## src/rtl/palindrome_monitor.sv

```systemverilog
// rtl/palindrome_monitor.sv - windowed statistics (flag count, longest run) over the palindrome detector flag
module palindrome_monitor #(
  parameter int WINDOW = 16,
  localparam int CNT_W = $clog2(WINDOW + 1)
) (
  input  logic             clk,
  input  logic             reset,
  input  logic             start_i,
  input  logic             palindrome_i,
  output logic             busy_o,
  output logic             done_o,
  output logic [CNT_W-1:0] count_o,
  output logic [CNT_W-1:0] max_run_o
);

  typedef enum logic [1:0] {
    IDLE    = 2'd0,
    MEASURE = 2'd1,
    DONE    = 2'd2
  } state_t;

  localparam logic [CNT_W-1:0] LAST_IDX = CNT_W'(WINDOW - 1);
  localparam logic [CNT_W-1:0] ONE      = CNT_W'(1);

  state_t           state_q, state_d;
  logic [CNT_W-1:0] idx_q, idx_d;
  logic [CNT_W-1:0] acc_q, acc_d;
  logic [CNT_W-1:0] run_q, run_d;
  logic [CNT_W-1:0] mx_q, mx_d;
  logic [CNT_W-1:0] count_q, count_d;
  logic [CNT_W-1:0] max_run_q, max_run_d;

  // Statistics including the sample presented at this edge.
  logic [CNT_W-1:0] acc_n, run_n, mx_n;

  assign acc_n = acc_q + {{(CNT_W-1){1'b0}}, palindrome_i};
  assign run_n = palindrome_i ? (run_q + ONE) : '0;
  assign mx_n  = (run_n > mx_q) ? run_n : mx_q;

  always_comb begin
    state_d   = state_q;
    idx_d     = idx_q;
    acc_d     = acc_q;
    run_d     = run_q;
    mx_d      = mx_q;
    count_d   = count_q;
    max_run_d = max_run_q;
    case (state_q)
      IDLE: begin
        idx_d = '0;
        acc_d = '0;
        run_d = '0;
        mx_d  = '0;
        if (start_i) state_d = MEASURE;
      end
      MEASURE: begin
        idx_d = idx_q + ONE;
        acc_d = acc_n;
        run_d = run_n;
        mx_d  = mx_n;
        if (idx_q == LAST_IDX) begin
          count_d   = acc_n;
          max_run_d = mx_n;
          state_d   = DONE;
        end
      end
      DONE: begin
        // Clearing here lets a held start_i begin the next window immediately.
        idx_d   = '0;
        acc_d   = '0;
        run_d   = '0;
        mx_d    = '0;
        state_d = start_i ? MEASURE : IDLE;
      end
      default: state_d = IDLE;
    endcase
  end

  always_ff @(posedge clk or posedge reset) begin
    if (reset) begin
      state_q   <= IDLE;
      idx_q     <= '0;
      acc_q     <= '0;
      run_q     <= '0;
      mx_q      <= '0;
      count_q   <= '0;
      max_run_q <= '0;
    end else begin
      state_q   <= state_d;
      idx_q     <= idx_d;
      acc_q     <= acc_d;
      run_q     <= run_d;
      mx_q      <= mx_d;
      count_q   <= count_d;
      max_run_q <= max_run_d;
    end
  end

  assign busy_o    = (state_q == MEASURE);
  assign done_o    = (state_q == DONE);
  assign count_o   = count_q;
  assign max_run_o = max_run_q;

endmodule

```

## config.mk

```make
export PLATFORM = sky130hd
export DESIGN_NAME = palindrome_monitor
export DESIGN_NICKNAME = d
export VERILOG_FILES = /design/src/rtl/palindrome_monitor.sv
export SDC_FILE = /design/constraint.sdc
export NUM_CORES = 1
export LEC_CHECK = 0
export BUFFER_PORTS_ARGS = -buffer_cell sky130_fd_sc_hd__clkbuf_2
export CORE_MARGIN = 8
export CORE_UTILIZATION = 60
export DETAILED_ROUTE_END_ITERATION = 10
export PLACE_DENSITY = 0.88
export SETUP_SLACK_MARGIN = 0.5
export SLEW_MARGIN = 20
export SYNTH_ARGS = -nofsm -noshare
export SYNTH_HDL_FRONTEND = slang
export SYNTH_SLANG_ARGS = --single-unit
```

## constraint.sdc

```tcl
create_clock -name clk -period 5.8 [get_ports clk]
set_input_delay 0.87 -clock clk [delete_from_list [all_inputs] [get_ports clk]]
set_output_delay 0.87 -clock clk [all_outputs]
set_load 0.05 [all_outputs]
```

==> results of run 1 <==
-- worst register-to-register path, delay by kind of cell, from the launching register on --
| kind | cells | cell delay (ns) |
|---|---|---|
| AOI/OAI and AO/OA | 5 | 1.15 |
| and+or+nand+nor | 3 | 0.30 |
| DFF | 1 | 0.42 |
| adders and majority gates | 2 | 0.58 |
| xor gates and xnor gates | 1 | 0.14 |
-- synth_stat cells (2+ instances only) --
cell type,n
sky130_fd_sc_hd__nand2_1,38
sky130_fd_sc_hd__dfrtp_1,32
sky130_fd_sc_hd__and2_1,11
sky130_fd_sc_hd__inv_1,9
sky130_fd_sc_hd__mux2i_1,9
sky130_fd_sc_hd__o21ai_0,9
sky130_fd_sc_hd__ha_1,8
sky130_fd_sc_hd__xnor2_1,7
sky130_fd_sc_hd__nand3_1,6
sky130_fd_sc_hd__nor2b_1,6
sky130_fd_sc_hd__clkbuf_1,5
sky130_fd_sc_hd__nor2_1,4
sky130_fd_sc_hd__xor2_1,4
sky130_fd_sc_hd__a21oi_1,3
sky130_fd_sc_hd__o221ai_2,3
sky130_fd_sc_hd__a21boi_0,2
sky130_fd_sc_hd__a41o_1,2
sky130_fd_sc_hd__buf_6,2
sky130_fd_sc_hd__nand3_4,2
-- state kept, by name, summed over array words and instances (netlist names) --
register / count
acc_q: 5
count_o: 5
idx_q: 5
max_run_o: 5
mx_q: 5
run_q: 5
state_q: 2
-- cells by family after synthesis --
family	share of synthesized area
and+or+nand+nor	0.217
DFF	0.442
AOI/OAI and AO/OA	0.113
buffers and inverters	0.0463
xor gates and xnor gates	0.0622
muxes	0.0642
adders and majority gates	0.0553
-- through the flow --
| step | setup slack, ns | utilization | instance area [sq um] |
|---|---|---|---|
| 2_1_floorplan | 3.16 | - | 1810 |
| 3_3_place_gp | 2.95 | 0.640 | 1890 |
| 3_5_place_dp | 2.79 | 0.640 | 1890 |
| 4_1_cts | 2.98 | 0.668 | 1970 |
| 5_1_grt | 2.79 | 0.668 | 1970 |
| 6_report | 2.98 | 0.668 | 1970 |
-- report_power, final --
group | internal, mW | switching [mW] | total, mW
Clock | 0.0920 | 0.0865 | 0.179
Sequential | 0.310 | 0.0902 | 0.400
Combinational | 0.223 | 0.374 | 0.597
Total | 0.625 | 0.551 | 1.18
-- worst max path at each step --
stage                     slack, ns                       end  cells after the start
after floorplan                3.16  max_run_o[1]$_DFFE_PP0P_                     10
after global placement         2.95  max_run_o[4]$_DFFE_PP0P_                     10
after detailed placement       2.79  max_run_o[4]$_DFFE_PP0P_                     10
after CTS                      2.98                    done_o                      3
after global routing           2.79                    done_o                      3
final                          2.98                    done_o                      3
-- layer usage --
layer	GRT usage	vias up
li1	-	638
met1	0.180	644
met2	0.275	26
met3	0.0424	4
met4	0.0693	0
met5	0	-
-- cell type report --
class,instances,area [sq um]
clock inverter,3,46.3
fill,242,980
timing repair buffer,16,82.6
tap,33,41.3
inverter,10,37.5
sequential,32,801
multi-input combinational,131,927
clock buffer,5,37.5
==> impl_metrics.sql, run 1 <==
INSERT INTO impl_metrics (metric_group, metric, value, unit) VALUES
('clocking', 'cts.reportedPaths.clkPinSlew', '0.11', 'ns'),
('timing', 'holdWs', '0.498', 'ns'),
('placed_design', 'buffer_ports.inserted', '15', ''),
('setup_path', 'cp.buffers_inverters', '2', ''),
('logic_synthesis', 'post_synth_instance_area', '1810', 'sq um'),
('setup_path', 'ff2ff_setup_slack', '3.12', 'ns'),
('logic_synthesis', 'synth-main-ff-cell', 'sky130_fd_sc_hd__dfrtp_1', ''),
('timing', 'number_of_setup_violations_in_the_final_report', '0', ''),
('clocking', 'clock_tree.root_cell', 'sky130_fd_sc_hd__clkbuf_4', ''),
('timing', 'tightestPinTransition', '0.774', 'ns'),
('setup_path', 'r2r-end', 'mx_q[3]$_DFFE_PP0P_', ''),
('worst_hold_path', 'min_path_cells', '2', ''),
('cells_and_area', 'mostFrequentLayoutCells', 'sky130_fd_sc_hd__nand2_1 (38), sky130_fd_sc_hd__dfrtp_1 (32), sky130_fd_sc_hd__clkbuf_2 (15), sky130_fd_sc_hd__and2_1 (11)', ''),
('worst_hold_path', 'worst_hold_path_type', 'flop to flop', ''),
('timing', 'timing.final.max_slew_violations', '0', ''),
('logic_synthesis', 'synth_top_cell_by_area', 'sky130_fd_sc_hd__dfrtp_1', ''),
('placed_design', 'detailedPlacementHpwl', '2640', 'microns'),
('global_routing', 'vias_in_the_first_global_route', '1374', ''),
('detailed_routing', 'total_length_of_routed_met3_wires', '138', 'microns'),
('setup_path', 'timing.critical_path.arrival', '1.95', 'ns'),
('detailed_routing', 'drt-total-wl', '3570', 'microns'),
('setup_path', 'worst-path-max-fanout', '18', ''),
('logic_synthesis', 'synth-async-reset-ratio', '1.00', ''),
('worst_hold_path', 'holdCritStartpoint', 'count_o[2]$_DFFE_PP0P_', ''),
('timing', 'timing.final.hold_violations', '0', ''),
('detailed_routing', 'drt_iter0_drc', '80', ''),
('placed_design', 'finalWeightedCongestion', '0.838', ''),
('setup_path', 'cp.required', '4.93', 'ns'),
('clocking', 'ctsHtreeMaxLevel', '2', ''),
('setup_path', 'timing.critical_path.from', 'state_q[1]$_DFFE_PP0P_', ''),
('power_and_ir_drop', 'design_power_total', '1.18', 'mW'),
('timing', 'layout_worst_path_cycle_share', '0.487', ''),
('clocking', 'numCtsBuffers', '5', ''),
('global_routing', 'grt.overflow.total', '0', ''),
('floorplanning', 'core_area', '2950', 'sq um'),
('setup_path', 'criticalPathCategory', 'flop to primary output', ''),
('power_and_ir_drop', 'static-leakage-power', '0.911', 'nW'),
('global_routing', 'grt_pass1_wl', '6380', 'microns'),
('logic_synthesis', 'postSynthNetCount', '193', ''),
('logic_synthesis', 'netlist_top_cells_area', 'sky130_fd_sc_hd__dfrtp_1 (44%), sky130_fd_sc_hd__nand2_1 (7.9%), sky130_fd_sc_hd__ha_1 (5.5%), sky130_fd_sc_hd__mux2i_1 (5.0%), sky130_fd_sc_hd__and2_1 (3.8%)', ''),
('logic_synthesis', 'ys_types', '38', ''),
('clocking', 'cts.path.max_buffers', '2', ''),
('cells_and_area', 'final_cells', '230', ''),
('setup_path', 'cp_top_family', 'flip-flops', ''),
('clocking', 'cts_sinks', '32', ''),
('detailed_routing', 'met2_length', '1900', 'microns'),
('timing', 'finClkSkew', '0.0109', 'ns'),
('worst_hold_path', 'holdPathEnd', 'count_o[2]$_DFFE_PP0P_', ''),
('detailed_routing', 'drt_drc_violations_left', '0', ''),
('global_routing', 'groute.usage.overall', '0.159', ''),
('clocking', 'cts.hold.buffers_added', '0', ''),
('floorplanning', 'row_count', '20', ''),
('detailed_routing', 'vias', '1312', ''),
('global_routing', 'grt_start_max_net_pins', '33', ''),
('cells_and_area', 'drive_above_1_share', '0.193', ''),
('global_routing', 'initial_antenna_violation_count', '0', ''),
('floorplanning', 'floorplan_die_area', '5030', 'sq um'),
('flow_run', 'drv_cap', '0', ''),
('detailed_routing', 'highest-signal-layer', 'met4', ''),
('setup_path', 'critical_path.startpoint_type', 'flop', ''),
('logic_synthesis', 'ys_warn_count', '0', ''),
('timing', 'timing.max_slew.rel_slack', '0.484', ''),
('timing', 'rsz_0062_raised_after_global_routing', 'false', ''),
('outcome', 'outcome', 'finished, final reports clean', ''),
('logic_synthesis', 'synthesis.instances', '181', ''),
('cells_and_area', 'final_net_count', '208', ''),
('cells_and_area', 'layout.cells.most_common', 'sky130_fd_sc_hd__nand2_1', ''),
('timing', 'setup_total_negative_slack', '0', 'ns'),
('setup_path', 'critPathCaptureType', 'primary output', ''),
('clocking', 'post_cts.resized_instances', '0', ''),
('floorplanning', 'start_util', '0.614', '');
Power figures use the tool's default switching activity.
==> inputs of run 2 (changes only) <==
Settings changed: CORE_UTILIZATION 60 to 58, PLACE_DENSITY 0.88 to 0.86.
Clock period 5.8 ns to 2.7 ns, I/O delays scaled along.
==> run 2 against run 1 <==
  * Global-route usage grew 1.3 points
  * Cell area grew 9.2%
  * Cell count grew 5.2%
  * Highest routed layer unchanged
  * First-iteration DRC count grew 18%
  * Sequential power grew 110%
  * Count of clock-buffer cells in the layout grew 1
  * Non-clock buffer count grew 12
  * Sequential share of layout area shrank 3.4 points
  * Combinational power grew to 2.8 times the previous value
  * Flip-flop and latch count is the same
  * Via count grew 6.9%
  * Wire length grew 16%
==> impl_metrics.sql, run 2 (synthesis gave the netlist of run 1 again) <==
INSERT INTO impl_metrics (metric_group, metric, value, unit) VALUES
('floorplanning', 'io_pins', '16', ''),
('global_routing', 'groute.usage.overall', '0.172', ''),
('timing', 'rsz_0062_raised_after_global_routing', 'true', ''),
('global_routing', 'grt.overflow.total', '0', ''),
('cells_and_area', 'drive_above_1_share', '0.306', ''),
('flow_run', 'drv_cap', '0', ''),
('timing', 'tightestPinTransition', '0.459', 'ns'),
('setup_path', 'crit_slowest_cell', 'sky130_fd_sc_hd__dfrtp_1', ''),
('setup_path', 'cp.buffers_inverters', '1', ''),
('timing', 'setup_total_negative_slack', '0', 'ns'),
('timing', 'timing.final.max_slew_violations', '0', ''),
('power_and_ir_drop', 'netSwitchingPower', '1.30', 'mW'),
('setup_path', 'criticalPathCategory', 'flop to flop', ''),
('detailed_routing', 'drt-total-wl', '4130', 'microns'),
('clocking', 'numCtsBuffers', '5', ''),
('global_routing', 'vias_in_the_first_global_route', '1425', ''),
('cells_and_area', 'antenna-diode-count', '0', ''),
('detailed_routing', 'drt_iter0_drc', '94', ''),
('power_and_ir_drop', 'power.combinational.fraction', '0.581', ''),
('cells_and_area', 'multi_input_area', '1020', 'sq um'),
('global_routing', 'grt_start_max_net_pins', '33', ''),
('setup_path', 'worst-path-max-fanout', '5', ''),
('detailed_routing', 'vias', '1403', ''),
('outcome', 'outcome', 'finished, final reports clean', ''),
('timing', 'layout_worst_path_cycle_share', '0.881', ''),
('timing', 'holdWs', '0.0997', 'ns'),
('timing', 'fmax', '420', 'MHz'),
('power_and_ir_drop', 'part_of_the_power_in_the_clock_network', '0.129', ''),
('detailed_routing', 'detail_route.first_pass.iterations', '4', ''),
('timing', 'finClkSkew', '0.00977', 'ns'),
('power_and_ir_drop', 'internal_power', '1.53', 'mW'),
('detailed_routing', 'route.detailed.vias_per_inst', '5.80', ''),
('setup_path', 'critical-path-max-stage-delay', '0.41', 'ns'),
('cells_and_area', 'areaGrowthSynthToFinish', '18.9', '%'),
('clocking', 'ctsHtreeMaxLevel', '2', ''),
('power_and_ir_drop', 'netSwitchingFraction', '0.458', ''),
('floorplanning', 'chipWidth', '71.9', 'microns'),
('power_and_ir_drop', 'sequential_cell_fraction_of_total_power', '0.290', ''),
('setup_path', 'critPathCaptureType', 'flop', ''),
('timing', 'post-route-min-period', '2.38', 'ns'),
('placed_design', 'detailedPlacementHpwl', '2780', 'microns'),
('power_and_ir_drop', 'power.density_cell_area', '1310', 'nW/um^2'),
('detailed_routing', 'wl_per_cell', '17.1', 'microns'),
('timing', 'timing.max_slew.rel_slack', '0.694', ''),
('floorplanning', 'start_util', '0.603', ''),
('timing', 'timing.final.hold_violations', '0', ''),
('cells_and_area', 'area.sequential', '802', 'sq um'),
('detailed_routing', 'ant_nets', '0', ''),
('global_routing', 'grt_pass1_wl', '6910', 'microns'),
('placed_design', 'finalWeightedCongestion', '0.869', ''),
('timing', 'number_of_setup_violations_in_the_final_report', '0', ''),
('cells_and_area', 'nFillCells', '215', ''),
('placed_design', 'buffer_ports.inserted', '15', ''),
('floorplanning', 'floorplan_die_area', '5170', 'sq um'),
('power_and_ir_drop', 'static-leakage-power', '0.980', 'nW'),
('setup_path', 'critical_path.startpoint_type', 'flop', ''),
('floorplanning', 'row_count', '20', ''),
('clocking', 'cts.path.max_buffers', '2', ''),
('power_and_ir_drop', 'design_power_total', '2.83', 'mW'),
('floorplanning', 'core_area', '3000', 'sq um'),
('clocking', 'cts.reportedPaths.clkPinSlew', '0.10', 'ns'),
('cells_and_area', 'mostFrequentLayoutCells', 'sky130_fd_sc_hd__nand2_1 (35), sky130_fd_sc_hd__dfrtp_1 (31), sky130_fd_sc_hd__clkbuf_2 (15), sky130_fd_sc_hd__and2_1 (11), sky130_fd_sc_hd__buf_4 (11)', ''),
('power_and_ir_drop', 'worst_case_vdd_ir_drop', '0.684', 'mV'),
('clocking', 'clk-insertion-delay-late', '0.35', 'ns'),
('setup_path', 'timing.critical_path.arrival', '2.63', 'ns'),
('setup_path', 'cp_top_family', 'compound AO/OA/AOI/OAI gates', ''),
('clocking', 'cts_tree', 'yes', ''),
('cells_and_area', 'layout.cells.most_common', 'sky130_fd_sc_hd__nand2_1', ''),
('clocking', 'cts_sinks', '32', ''),
('clocking', 'clock_tree.root_cell', 'sky130_fd_sc_hd__clkbuf_4', ''),
('global_routing', 'initial_antenna_violation_count', '0', ''),
('setup_path', 'ff2ff_setup_slack', '0.32', 'ns'),
('clocking', 'cts.hold.buffers_added', '0', ''),
('setup_path', 'r2r-end', 'mx_q[3]$_DFFE_PP0P_', ''),
('floorplanning', 'fp.dieH', '71.9', 'microns'),
('detailed_routing', 'drt_drc_violations_left', '0', ''),
('setup_path', 'crit-reg2reg-launch', 'run_q[0]$_DFFE_PP0P_', ''),
('worst_hold_path', 'worst_hold_path_type', 'primary input to async pin', ''),
('setup_path', 'cp.required', '2.95', 'ns'),
('setup_path', 'worstRegToRegCells', '12', ''),
('placed_design', 'placed_area', '1930', 'sq um'),
('cells_and_area', 'final_net_count', '220', ''),
('cells_and_area', 'finalInstanceArea', '2150', 'sq um'),
('setup_path', 'critical_path.cell_chain', 'ha_2 > nand3_2 > xor2_1 > nor2_2 > ha_4 > nand2_4 > nor4b_4 > o21bai_2 > o211ai_4 > buf_6 > a21oi_2 > a41o_1', '');
==> run 2: changes by cell type in the layout (fill, tap and decap cells not counted), sizes merged <==
cell,delta
buf,+12
clkinv,+1
inv,-1
clkinvlp,-1
clkbuf,+1
==> run 2: power groups by stage <==
stage	clock, mW	sequential (mW)	combinational, mW
global route	0.390	0.843	1.77
finish	0.366	0.821	1.65
detailed placement	0	0.826	1.38
floorplan	0	1.05	0.852
CTS	0.372	0.815	1.57
global placement	0	0.810	1.31
==> run 2: area by class of cell <==
type / count / area share
multi-input cells: 131 / 0.472
clock inverters: 2 / 0.0163
repair buffers: 28 / 0.0836
clock buffers: 6 / 0.0192
flip-flops and latches: 32 / 0.372
inverters: 10 / 0.0174
well taps: 33 / 0.0192
==> run 2: timing repair <==
item                       4_1_cts  5_1_grt
pin swaps                        9        9
setup buffers                    8        1
hold endpoints to repair         0        0
setup endpoints to repair       10       11
gates cloned                     0        0
gates resized for setup         11        6
==> run 2: tightest hold or removal path, delay by kind of cell <==
family	cells	cell delay, ns
buffers and inverters	3	0.48
==> run 2: metal layers <==
layer	vias to the layer above	global-route usage	wire length (microns)
met3	8	0.0496	233
met4	0	0.0658	61
met5	-	0	0
met1	695	0.212	1790
li1	659	-	-
met2	41	0.277	2050
==> run 2: stage by stage <==
stage / util / worst slack (ns) / std cells
after floorplan: - / 0.338 / 181
after global placement: 0.642 / 0.245 / 225
after detailed placement: 0.642 / 0.0874 / 225
after CTS: 0.705 / 0.284 / 241
after global routing: 0.718 / 0.256 / 242
final: 0.718 / 0.321 / 242
==> run 2: worst max-delay path by stage <==
stage	depth (start not counted)	slack (ns)	start	endpoint
6_report	12	0.32	run_q[0]$_DFFE_PP0P_	mx_q[3]$_DFFE_PP0P_
5_1_grt	12	0.26	run_q[0]$_DFFE_PP0P_	max_run_o[2]$_DFFE_PP0P_
4_1_cts	12	0.28	run_q[1]$_DFFE_PP0P_	max_run_o[2]$_DFFE_PP0P_
3_5_place_dp	11	0.09	run_q[0]$_DFFE_PP0P_	max_run_o[2]$_DFFE_PP0P_
3_3_place_gp	11	0.24	run_q[0]$_DFFE_PP0P_	max_run_o[2]$_DFFE_PP0P_
2_1_floorplan	11	0.34	run_q[0]$_DFFE_PP0P_	max_run_o[1]$_DFFE_PP0P_
